--- src/rtl/alu_pkg.sv ---
// Shared definitions for the ALU scheduler: op encodings, default width and
// the per-requester slot state.
package alu_pkg;

    localparam int ALU_W = 32;

    localparam logic [1:0] OP_ADD = 2'b00;
    localparam logic [1:0] OP_SUB = 2'b01;
    localparam logic [1:0] OP_AND = 2'b10;
    localparam logic [1:0] OP_OR  = 2'b11;

    typedef enum logic [1:0] {
        IDLE     = 2'b00,
        INFLIGHT = 2'b01,
        FULL     = 2'b10
    } slot_state_e;

endpackage

--- src/rtl/alu_sched_rr_arbiter.sv ---
// Round-robin arbiter: picks one eligible requester per cycle, starting the
// search just after the most recent winner.
module rr_arbiter #(
    parameter int N = 2
) (
    input  logic         clk,
    input  logic         rst_n,
    input  logic [N-1:0] eligible_i,
    output logic [N-1:0] grant_o
);

    localparam int IW = (N > 1) ? $clog2(N) : 1;

    logic [IW-1:0] last_grant_q;
    logic [IW-1:0] last_grant_d;
    logic [IW-1:0] cand_s;
    logic [N-1:0]  grant_d;
    logic          found_s;

    // Scan eligible requesters from last_grant+1 with wrap; first hit wins.
    always_comb begin
        grant_d      = '0;
        last_grant_d = last_grant_q;
        found_s      = 1'b0;
        cand_s       = '0;
        for (int off = 1; off <= N; off++) begin
            cand_s = IW'((int'(last_grant_q) + off) % N);
            if (!found_s && eligible_i[cand_s]) begin
                grant_d[cand_s] = 1'b1;
                last_grant_d    = cand_s;
                found_s         = 1'b1;
            end else begin
                found_s = found_s;
            end
        end
    end

    // Pointer moves only when someone is granted; N-1 after reset gives 0 priority.
    always_ff @(posedge clk or negedge rst_n) begin
        if (!rst_n) begin
            last_grant_q <= IW'(N - 1);
        end else if (found_s) begin
            last_grant_q <= last_grant_d;
        end else begin
            last_grant_q <= last_grant_q;
        end
    end

    assign grant_o = grant_d;

endmodule

--- src/rtl/alu_sched.sv ---
// Shares one registered ALU between N requesters; each requester owns a
// one-entry result slot that is refilled the cycle after its op is issued.
module alu_sched
    import alu_pkg::*;
#(
    parameter int N = 2,
    parameter int W = ALU_W
) (
    input  logic           clk,
    input  logic           rst_n,
    input  logic [N-1:0]   req_valid,
    output logic [N-1:0]   req_ready,
    input  logic [N*W-1:0] req_a,
    input  logic [N*W-1:0] req_b,
    input  logic [N*2-1:0] req_op,
    output logic [N-1:0]   rsp_valid,
    input  logic [N-1:0]   rsp_ready,
    output logic [N*W-1:0] rsp_s,
    output logic [W-1:0]   alu_a,
    output logic [W-1:0]   alu_b,
    output logic [1:0]     alu_op,
    input  logic [W-1:0]   alu_s
);

    slot_state_e  slot_q [N];
    slot_state_e  slot_d [N];
    logic [W-1:0] rsp_q  [N];
    logic [W-1:0] rsp_d  [N];
    logic [N-1:0] eligible_s;
    logic [N-1:0] grant_s;

    // A slot can take a new op when empty, or when full and being drained now.
    always_comb begin
        eligible_s = '0;
        for (int i = 0; i < N; i++) begin
            eligible_s[i] = rst_n & req_valid[i] &
                            ((slot_q[i] == IDLE) | ((slot_q[i] == FULL) & rsp_ready[i]));
        end
    end

    rr_arbiter #(.N(N)) u_arb (
        .clk        (clk),
        .rst_n      (rst_n),
        .eligible_i (eligible_s),
        .grant_o    (grant_s)
    );

    assign req_ready = grant_s;

    // Grant is one-hot or zero, so an AND-OR mux yields zero when idle.
    always_comb begin
        alu_a  = '0;
        alu_b  = '0;
        alu_op = 2'b00;
        for (int i = 0; i < N; i++) begin
            alu_a  = alu_a  | (req_a[i*W +: W]  & {W{grant_s[i]}});
            alu_b  = alu_b  | (req_b[i*W +: W]  & {W{grant_s[i]}});
            alu_op = alu_op | (req_op[i*2 +: 2] & {2{grant_s[i]}});
        end
    end

    // Slot transitions; the ALU result is captured on the INFLIGHT edge.
    always_comb begin
        for (int i = 0; i < N; i++) begin
            slot_d[i] = slot_q[i];
            rsp_d[i]  = rsp_q[i];
            case (slot_q[i])
                IDLE: begin
                    if (grant_s[i]) begin
                        slot_d[i] = INFLIGHT;
                    end else begin
                        slot_d[i] = IDLE;
                    end
                end
                INFLIGHT: begin
                    slot_d[i] = FULL;
                    rsp_d[i]  = alu_s;
                end
                FULL: begin
                    if (rsp_ready[i] && grant_s[i]) begin
                        slot_d[i] = INFLIGHT;
                    end else if (rsp_ready[i]) begin
                        slot_d[i] = IDLE;
                    end else begin
                        slot_d[i] = FULL;
                    end
                end
                default: begin
                    slot_d[i] = IDLE;
                end
            endcase
        end
    end

    // Slot state and held results; reset drops any op still in flight.
    always_ff @(posedge clk or negedge rst_n) begin
        if (!rst_n) begin
            for (int i = 0; i < N; i++) begin
                slot_q[i] <= IDLE;
                rsp_q[i]  <= '0;
            end
        end else begin
            for (int i = 0; i < N; i++) begin
                slot_q[i] <= slot_d[i];
                rsp_q[i]  <= rsp_d[i];
            end
        end
    end

    // Flatten per-requester results onto the packed response ports.
    always_comb begin
        rsp_valid = '0;
        rsp_s     = '0;
        for (int i = 0; i < N; i++) begin
            rsp_valid[i]     = (slot_q[i] == FULL);
            rsp_s[i*W +: W]  = rsp_q[i];
        end
    end

endmodule
--- config.mk ---
export PLATFORM = sky130hd
export DESIGN_NAME = alu_sched
export DESIGN_NICKNAME = d
export VERILOG_FILES = /design/src/rtl/alu_pkg.sv /design/src/rtl/alu_sched_rr_arbiter.sv /design/src/rtl/alu_sched.sv
export SDC_FILE = /design/constraint.sdc
export NUM_CORES = 1
export LEC_CHECK = 0
export ABC_AREA = 1
export BUFFER_PORTS_ARGS = -buffer_cell sky130_fd_sc_hd__buf_4
export CORE_MARGIN = 2
export CORE_UTILIZATION = 25
export DETAILED_ROUTE_END_ITERATION = 7
export SLEW_MARGIN = 5
export SYNTH_ARGS = -nofsm -noshare
export SYNTH_HDL_FRONTEND = slang
export SYNTH_SLANG_ARGS = --single-unit
--- constraint.sdc ---
create_clock -name clk -period 1.4 [get_ports clk]
set_input_delay 0.07 -clock clk [delete_from_list [all_inputs] [get_ports clk]]
set_output_delay 0.07 -clock clk [all_outputs]
set_load 0.02 [all_outputs]
==> results of run 1 <==
==> worst max-delay path: stages, from the launching register on <==
cell,delay [ns]
dfstp_2,0.54
buf_6,0.10
nand3_4,0.10
buf_12,0.17
clkbuf_16,0.17
nand3_2,0.06
nand2_1,0.06
buf_6,0.13
==> cells by family (layout without fill, tap and decap cells) <==
| group | count (synthesis) | after routing | synth area share [%] |
|---|---|---|---|
| flip-flops | 69 | 69 | 46.40 |
| AND/OR/NAND/NOR | 284 | 284 | 33.47 |
| buffers and inverters | 87 | 407 | 11.39 |
| AO/OA/AOI/OAI | 65 | 65 | 8.737 |
==> layer usage <==
layer	vias up	wire length (um)	global-route usage [%]
met3	29	1169	5.353
met5	-	0	0
met2	207	8254	31.12
met4	0	384	5.688
li1	2269	-	-
met1	2123	6556	22.05
==> worst max path at each step <==
stage	startpoint	endpoint	slack [ns]	cells after the start
finish	u_arb.last_grant_q	alu_b[5]	-0.31	7
global route	slot_q[1]	alu_b[30]	-0.40	8
CTS	u_arb.last_grant_q	alu_a[2]	-0.31	7
detailed placement	slot_q[1]	alu_a[13]	0.02	7
global placement	slot_q[2]	alu_a[13]	0.03	7
floorplan	u_arb.last_grant_q	alu_b[14]	0.14	6
==> flip-flops by register name, indices dropped and copies added (netlist names) <==
name / count
rsp_s: 64
u_arb.last_grant_q: 1
slot_q: 4
==> layout make-up <==
| cell class | count | area [um2] |
|---|---|---|
| fillers | 1332 | 7029 |
| well taps | 184 | 230.2 |
| multi-input cells | 349 | 1899 |
| inverters | 45 | 168.9 |
| clock buffers | 10 | 239.0 |
| repair buffers | 347 | 3157 |
| flip-flops and latches | 69 | 1728 |
| clock inverters | 5 | 82.58 |
==> what timing repair did <==
action / 4_1_cts / 5_1_grt
cloned: 2 / 8
endpoints found under the setup margin: 68 / 69
resized for setup: 48 / 101
hold buffers: 3 / 0
pin swaps: 0 / 18
buffers inserted: 1 / 1
endpoints found under the hold margin: 16 / 0
==> placed cells by master, fill, tap and decap left out, drive strengths merged <==
cell and count:
buf 337, nand2 142, nand3 136, dfrtp 68
o21ai 65, inv 47, clkbuf 17, nor2 6
dlygate4sd3 3, bufinv 2, clkinv 1, dfstp 1
==> where the power goes <==
group / leakage [nW] / internal [mW] / switching, mW / total (mW)
sequential: 0.848 / 2.63 / 0.356 / 2.98
combinational: 3.02 / 2.03 / 2.36 / 4.39
clock: 0.159 / 1.61 / 0.836 / 2.44
total: 4.02 / 6.26 / 3.55 / 9.81
==> flow_summary.json, run 1 <==
{
  "arrival_ns": 1.64,
  "syn-instance-count": 505,
  "grt_use_total_pct": 18.19,
  "violations": "negative setup slack",
  "synthTopCellsByCount": "nand2_1 (142), nand3_1 (135), dfrtp_1 (68)",
  "synth_area_leader_cell": "dfrtp_1",
  "io_buffers": 303,
  "relSlewSlack_pct": 54.14,
  "clockBufferDepth": 2,
  "fmax_mhz": 584.0,
  "drt_wl_total_mm": 16.37,
  "worstSetupEndpointType": "output pin",
  "hpwl_mm": 11.37,
  "crit_fanout": 6,
  "crit_type": "flip-flop to output pin",
  "gr-total-overflow": 0,
  "worst-r2r-cell-count": 8,
  "cts_root_buffer": "clkbuf_16",
  "cts-buffers-inserted": 9,
  "antenna_found_initial": 0,
  "tns_ns": -18.99,
  "cts_sinks": 69,
  "io_pins": 304,
  "finalWorstSetupSlack_ns": -0.3124,
  "initial_core_util_pct": 25.62,
  "synth.most_common_cell": "nand2_1",
  "worstPathRequired_ns": 1.33,
  "leakage_nw": 4.022,
  "status": "finished, violations left",
  "grt_pass1_wl_mm": 23.14,
  "period_share_pct": 122.3,
  "placedInstanceArea_um2": 6299,
  "num_rows": 44,
  "ff2ff_setup_slack_ns": 0.07,
  "synth_top_area_share_pct": 45.70,
  "min_to": "rsp_s[21]",
  "die_w_um": 126.0,
  "pre_cts_ws_ns": 0.02425,
  "path_clk_slew_ns": 0.05,
  "fin_skew_ns": 0.009123,
  "maxSlewViolCount": 0,
  "drive_above_1_share_pct": 53.09,
  "antennaDiodeCount": 0,
  "fin_util_pct": 51.64,
  "p_total_mw": 9.813,
  "die-height_um": 126.0,
  "wl_per_cell_um": 16.22,
  "drc_errors": 0,
  "rsz0062_at_grt": "true",
  "ctsHtreeMaxLevel": 3,
  "grt_start_max_net_pins": 66,
  "drtPass1Iterations": 4,
  "dr_total_vias": 4628,
  "setup_viol": 68,
  "hold_slack_ns": 0.01252,
  "r2r-end": "slot_q[0]",
  "cts_tree": "built",
  "drtIter0Drc": 212,
  "tightest_slew_ns": 0.6879,
  "synth_enable_flop_cells": 0,
  "final_cell_area_um2": 7505,
  "ys_seq_area_share_pct": 46.40,
  "syn_avg_cell_area_um2": 7.373,
  "place_congestion": 0.8398,
  "yosys_warnings": 0,
  "hold_depth": 3,
  "synth.distinct_cells": 13,
  "async_reset_ff_share_pct": 100.0,
  "via_per_inst": 4.587,
  "netlist_area_um2": 3724,
  "min-delay-start": "alu_s[21]",
  "regToRegStartpoint": "slot_q[0]",
  "start_kind": "flip-flop",
  "coreArea_um2": 14530,
  "synthFlopType": "dfrtp_1",
  "hp-class": "input port to flip-flop",
  "powerDensity_nw_per_um2": 1308,
  "layout.nets": 991,
  "syn_nets": 675,
  "maxCapViolCount": 0,
  "hold_viol": 0,
  "clkLatencyLatePin_ns": 0.33,
  "dp.cells": 979,
  "vdd_drop_max_mv": 0.9793,
  "grt_pass1_vias": 4343,
  "synth_seq_cells": 69,
  "min_period_ns": 1.712,
  "synth_area_leaders": "dfrtp_1 (46%), nand3_1 (18%), nand2_1 (14%), o21ai_0 (8.7%), inv_1 (4.5%)",
  "die_area_um2": 15890,
  "area_growth_syn_to_layout_pct": 101.5,
  "ant_nets": 0,
  "final_cells": 1009
}
No activity file was read; power rests on OpenSTA's default activity.
==> inputs of run 2 (changes only) <==
Settings changed: SKIP_CTS_REPAIR_TIMING set to 1.
==> flow_summary.json, run 2 (synthesized netlist as in run 1, its figures left out) <==
{
  "ant_nets": 0,
  "start_kind": "flip-flop",
  "wl_met3_mm": 1.279,
  "worstSetupEndpointType": "output pin",
  "via_per_inst": 4.537,
  "violations": "negative hold slack, negative setup slack",
  "drtPass1Iterations": 4,
  "routedLengthMet1_mm": 6.004,
  "cts_tree": "built",
  "die_area_um2": 15890,
  "finalWorstSetupSlack_ns": -0.2911,
  "powerDensity_nw_per_um2": 1372,
  "fmax_mhz": 591.3,
  "slowest_stage": "dfstp_2",
  "hpwl_mm": 11.37,
  "wl_met2_mm": 7.618,
  "path_clk_slew_ns": 0.06,
  "antenna_found_initial": 0,
  "ctsHtreeMaxLevel": 3,
  "wl_per_cell_um": 15.20,
  "final_cell_area_um2": 6930,
  "drt_wl_total_mm": 15.22,
  "antennaDiodeCount": 0,
  "vdd_drop_max_mv": 0.9875,
  "crit_fanout": 51,
  "die_w_um": 126.0,
  "io_pins": 304,
  "final_common_cell": "buf_4",
  "placedInstanceArea_um2": 6299,
  "drive_above_1_share_pct": 45.53,
  "grt_start_max_net_pins": 66,
  "cts_sinks": 69,
  "slowest_delay_ns": 0.53,
  "largest_reg_flops": 64,
  "maxCapViolCount": 0,
  "rsz0062_at_grt": "true",
  "initial_core_util_pct": 25.62,
  "fin_skew_ns": 0.007141,
  "num_rows": 44,
  "crit_chain": "buf_4 -> nand3_2 -> buf_12 -> nand3_1 -> nand2_1 -> buf_6",
  "dr_total_vias": 4542,
  "period_share_pct": 120.8,
  "coreArea_um2": 14530,
  "area_growth_syn_to_layout_pct": 86.12,
  "clkLatencyLatePin_ns": 0.33,
  "drc_errors": 0,
  "grt_use_total_pct": 17.66,
  "hold_slack_ns": -0.05666,
  "layout_common_cells": "buf_4 (287), nand2_1 (135), nand3_1 (128), dfrtp_1 (68), o21ai_0 (65)",
  "gr-total-overflow": 0,
  "drtIter0Drc": 240,
  "setup_viol": 68,
  "die-height_um": 126.0,
  "worstPathRequired_ns": 1.33,
  "arrival_ns": 1.62,
  "grt_pass1_vias": 4193,
  "place_congestion": 0.8398,
  "layout.nets": 983,
  "hp-class": "input port to async pin",
  "relSlewSlack_pct": 53.62,
  "min_period_ns": 1.691,
  "cts_root_buffer": "clkbuf_16",
  "hold_viol": 54,
  "cts-buffers-inserted": 9,
  "leakage_nw": 3.882,
  "crit_buf_inv": 3,
  "grt_pass1_wl_mm": 22.43,
  "status": "finished, violations left",
  "tightest_slew_ns": 0.6957,
  "maxSlewViolCount": 0,
  "cp_top_family": "flip-flops",
  "top_layer": "met4",
  "io_buffers": 303,
  "clockBufferDepth": 2,
  "crit_type": "flip-flop to output pin"
}
-- run 2: cell types whose count changed in the layout (fill, tap and decap cells not counted), moves of 4 or more --
cell,delta
buf_4,+28
buf_6,-25
clkbuf_16,-5
nand2_1,+24
nand2_2,-24
nand3_1,+33
nand3_2,-29
nand3_4,-4
-- run 2: layer usage --
| metal | vias to the layer above | global-route usage, % |
|---|---|---|
| met3 | 23 | 5.480 |
| met1 | 2060 | 21.60 |
| met2 | 208 | 29.38 |
| li1 | 2251 | - |
| met5 | - | 0 |
| met4 | 0 | 6.335 |
-- run 2: worst paths after layout --
path	startpoint	endpoint	cells after the start	slack, ns
worst max-delay path	u_arb.last_grant_q	alu_a[13]	6	-0.29
worst min-delay path	rst_n	rsp_s[50]	2	-0.06
worst max register to register	slot_q[0]	slot_q[0]	8	0.11
worst min register to register	rsp_s[39]	rsp_s[39]	2	0.48
max in group asynchronous	rst_n	rsp_s[33]	3	0.74
min in group clk	alu_s[21]	rsp_s[21]	3	0.01
-- run 2: worst reg2reg max path: cells and delay by family, from the launching register on --
kind | cells | cell delay [ns]
simple gates | 3 | 0.30
flops | 1 | 0.38
buf+inv | 5 | 0.56
-- run 2: power by group --
part | switching, mW | internal [mW] | total [mW]
clock network | 0.832 | 1.61 | 2.44
registers | 0.354 | 2.63 | 2.98
logic | 2.23 | 1.86 | 4.09
-- run 2: area by class of cell --
cell class                      count  area [um2]
Fill cell                        1426        7604
Sequential cell                    69        1728
Inverter                           45       168.9
Multi-Input combinational cell    349        1637
Clock buffer                       10       239.0
Timing Repair Buffer              339        2845
Clock inverter                      5       82.58
Tap cell                          184       230.2
-- run 2: metrics by stage --
stage	TNS [ns]	setup slack (ns)	instances	total power, mW	util, %
after floorplan	0	0.1373	505	4.901	-
after global placement	0	0.03262	979	6.959	43.34
after detailed placement	0	0.02425	979	6.989	43.34
after CTS	-19.16	-0.3323	994	9.487	45.55
after global routing	-23.21	-0.3718	1001	10.10	47.68
final	-17.13	-0.2911	1001	9.511	47.68
==> inputs of run 3 (changes only) <==
Settings changed: GPL_TIMING_DRIVEN set to 0, RECOVER_POWER set to 50.
==> flow_summary.json, run 3 (synthesized netlist as in run 1, its figures left out) <==
{
  "hold_viol": 69,
  "ctsHtreeMaxLevel": 3,
  "drtPass1Iterations": 4,
  "drtIter0Drc": 188,
  "slowest_stage": "dfrtp_1",
  "layout.nets": 1006,
  "slowest_delay_ns": 0.41,
  "drt_wl_total_mm": 16.26,
  "worst-r2r-cell-count": 7,
  "placedInstanceArea_um2": 6228,
  "p_clk_share_pct": 24.2,
  "cts_root_buffer": "clkbuf_16",
  "antennaDiodeCount": 0,
  "cts-buffers-inserted": 9,
  "grt_pass1_vias": 4452,
  "final_cell_area_um2": 7229,
  "final_cells": 1025,
  "combPwrFrac_pct": 44.5,
  "arrival_ns": 1.69,
  "violations": "negative hold slack, negative setup slack",
  "path_clk_slew_ns": 0.06,
  "crit_type": "flip-flop to output pin",
  "rsz0062_at_grt": "true",
  "p_total_mw": 9.551,
  "fin_skew_ns": 0.007769,
  "setup_viol": 68,
  "grt_use_total_pct": 18.72,
  "cts_sinks": 69,
  "clkLatencyLatePin_ns": 0.32,
  "num_rows": 44,
  "vdd_drop_max_mv": 1.094,
  "seqPwrFrac_pct": 31.3,
  "start_kind": "flip-flop",
  "dp.cells": 992,
  "coreArea_um2": 14530,
  "layout_common_cells": "buf_4 (257), nand2_1 (126), nand3_1 (117), buf_6 (71), dfrtp_1 (68)",
  "regToRegStartpoint": "slot_q[2]",
  "final_common_cell": "buf_4",
  "place_congestion": 0.8519,
  "hold_slack_ns": -0.3567,
  "intPower_mw": 5.965,
  "crit_chain": "inv_1 -> nand3_2 -> nor2_4 -> buf_8 -> buf_8 -> nand3_2 -> nand2_2 -> buf_6",
  "die-height_um": 126.0,
  "leakage_nw": 3.972,
  "drc_errors": 0,
  "grt_start_max_net_pins": 74,
  "worstPathRequired_ns": 1.33,
  "tns_ns": -21.90,
  "gr-total-overflow": 0,
  "area_growth_syn_to_layout_pct": 94.15,
  "maxCapViolCount": 0,
  "relSlewSlack_pct": 68.37,
  "clockBufferDepth": 2,
  "p_sw_share_pct": 37.55,
  "die_w_um": 126.0,
  "antenna_found_initial": 0,
  "status": "finished, violations left",
  "crit_fanout": 7,
  "finalWorstSetupSlack_ns": -0.3630,
  "fmax_mhz": 567.2,
  "ant_nets": 0,
  "p_sw_mw": 3.586,
  "maxSlewViolCount": 0,
  "io_buffers": 303,
  "pre_cts_ws_ns": -0.7520,
  "cts_tree": "built",
  "powerDensity_nw_per_um2": 1321,
  "crit_buf_inv": 4,
  "die_area_um2": 15890,
  "min_period_ns": 1.763,
  "io_pins": 304,
  "cp_top_family": "buffers and inverters",
  "ff2ff_setup_slack_ns": 0.08,
  "dr_total_vias": 4777,
  "wl_per_cell_um": 15.86,
  "hp-class": "input port to async pin",
  "initial_core_util_pct": 25.62,
  "worstSetupEndpointType": "output pin",
  "grt_pass1_wl_mm": 24.03,
  "period_share_pct": 125.9,
  "fin_util_pct": 49.74,
  "r2r-end": "u_arb.last_grant_q",
  "largest_reg_flops": 64,
  "via_per_inst": 4.660,
  "drive_above_1_share_pct": 49.46,
  "tightest_slew_ns": 0.4745,
  "hpwl_mm": 12.42
}
[run 3: final cells by class]
class / instances / area, um2
Clock inverter: 6 / 71.32
Tap cell: 184 / 230.2
Timing Repair Buffer: 320 / 2689
Clock buffer: 10 / 229.0
Fill cell: 1437 / 7305
Buffer: 42 / 376.6
Sequential cell: 69 / 1728
Multi-Input combinational cell: 349 / 1737
Inverter: 45 / 168.9
[run 3: worst max path at each step]
stage	from	to	cells after the start
6_report	slot_q[2]	alu_b[14]	8
5_1_grt	u_arb.last_grant_q	alu_b[30]	7
4_1_cts	rst_n	alu_b[14]	8
3_5_place_dp	rst_n	alu_b[14]	8
3_3_place_gp	rst_n	alu_b[17]	8
2_1_floorplan	u_arb.last_grant_q	alu_b[14]	6
[run 3: power groups by stage]
stage	Clock (mW)	Sequential, mW	Combinational, mW
CTS	2.36	3.00	3.95
finish	2.31	2.99	4.25
detailed placement	0	3.01	3.95
floorplan	0	3.73	1.17
global route	2.46	3.08	4.57
global placement	0	3.01	3.93
[run 3: layer usage]
layer	share of wire, %	vias up	GRT usage, %
met5	0	-	0
met4	1.6	0	3.814
met3	7.1	28	5.098
met2	52	204	33.02
met1	40	2238	22.98
li1	-	2307	-
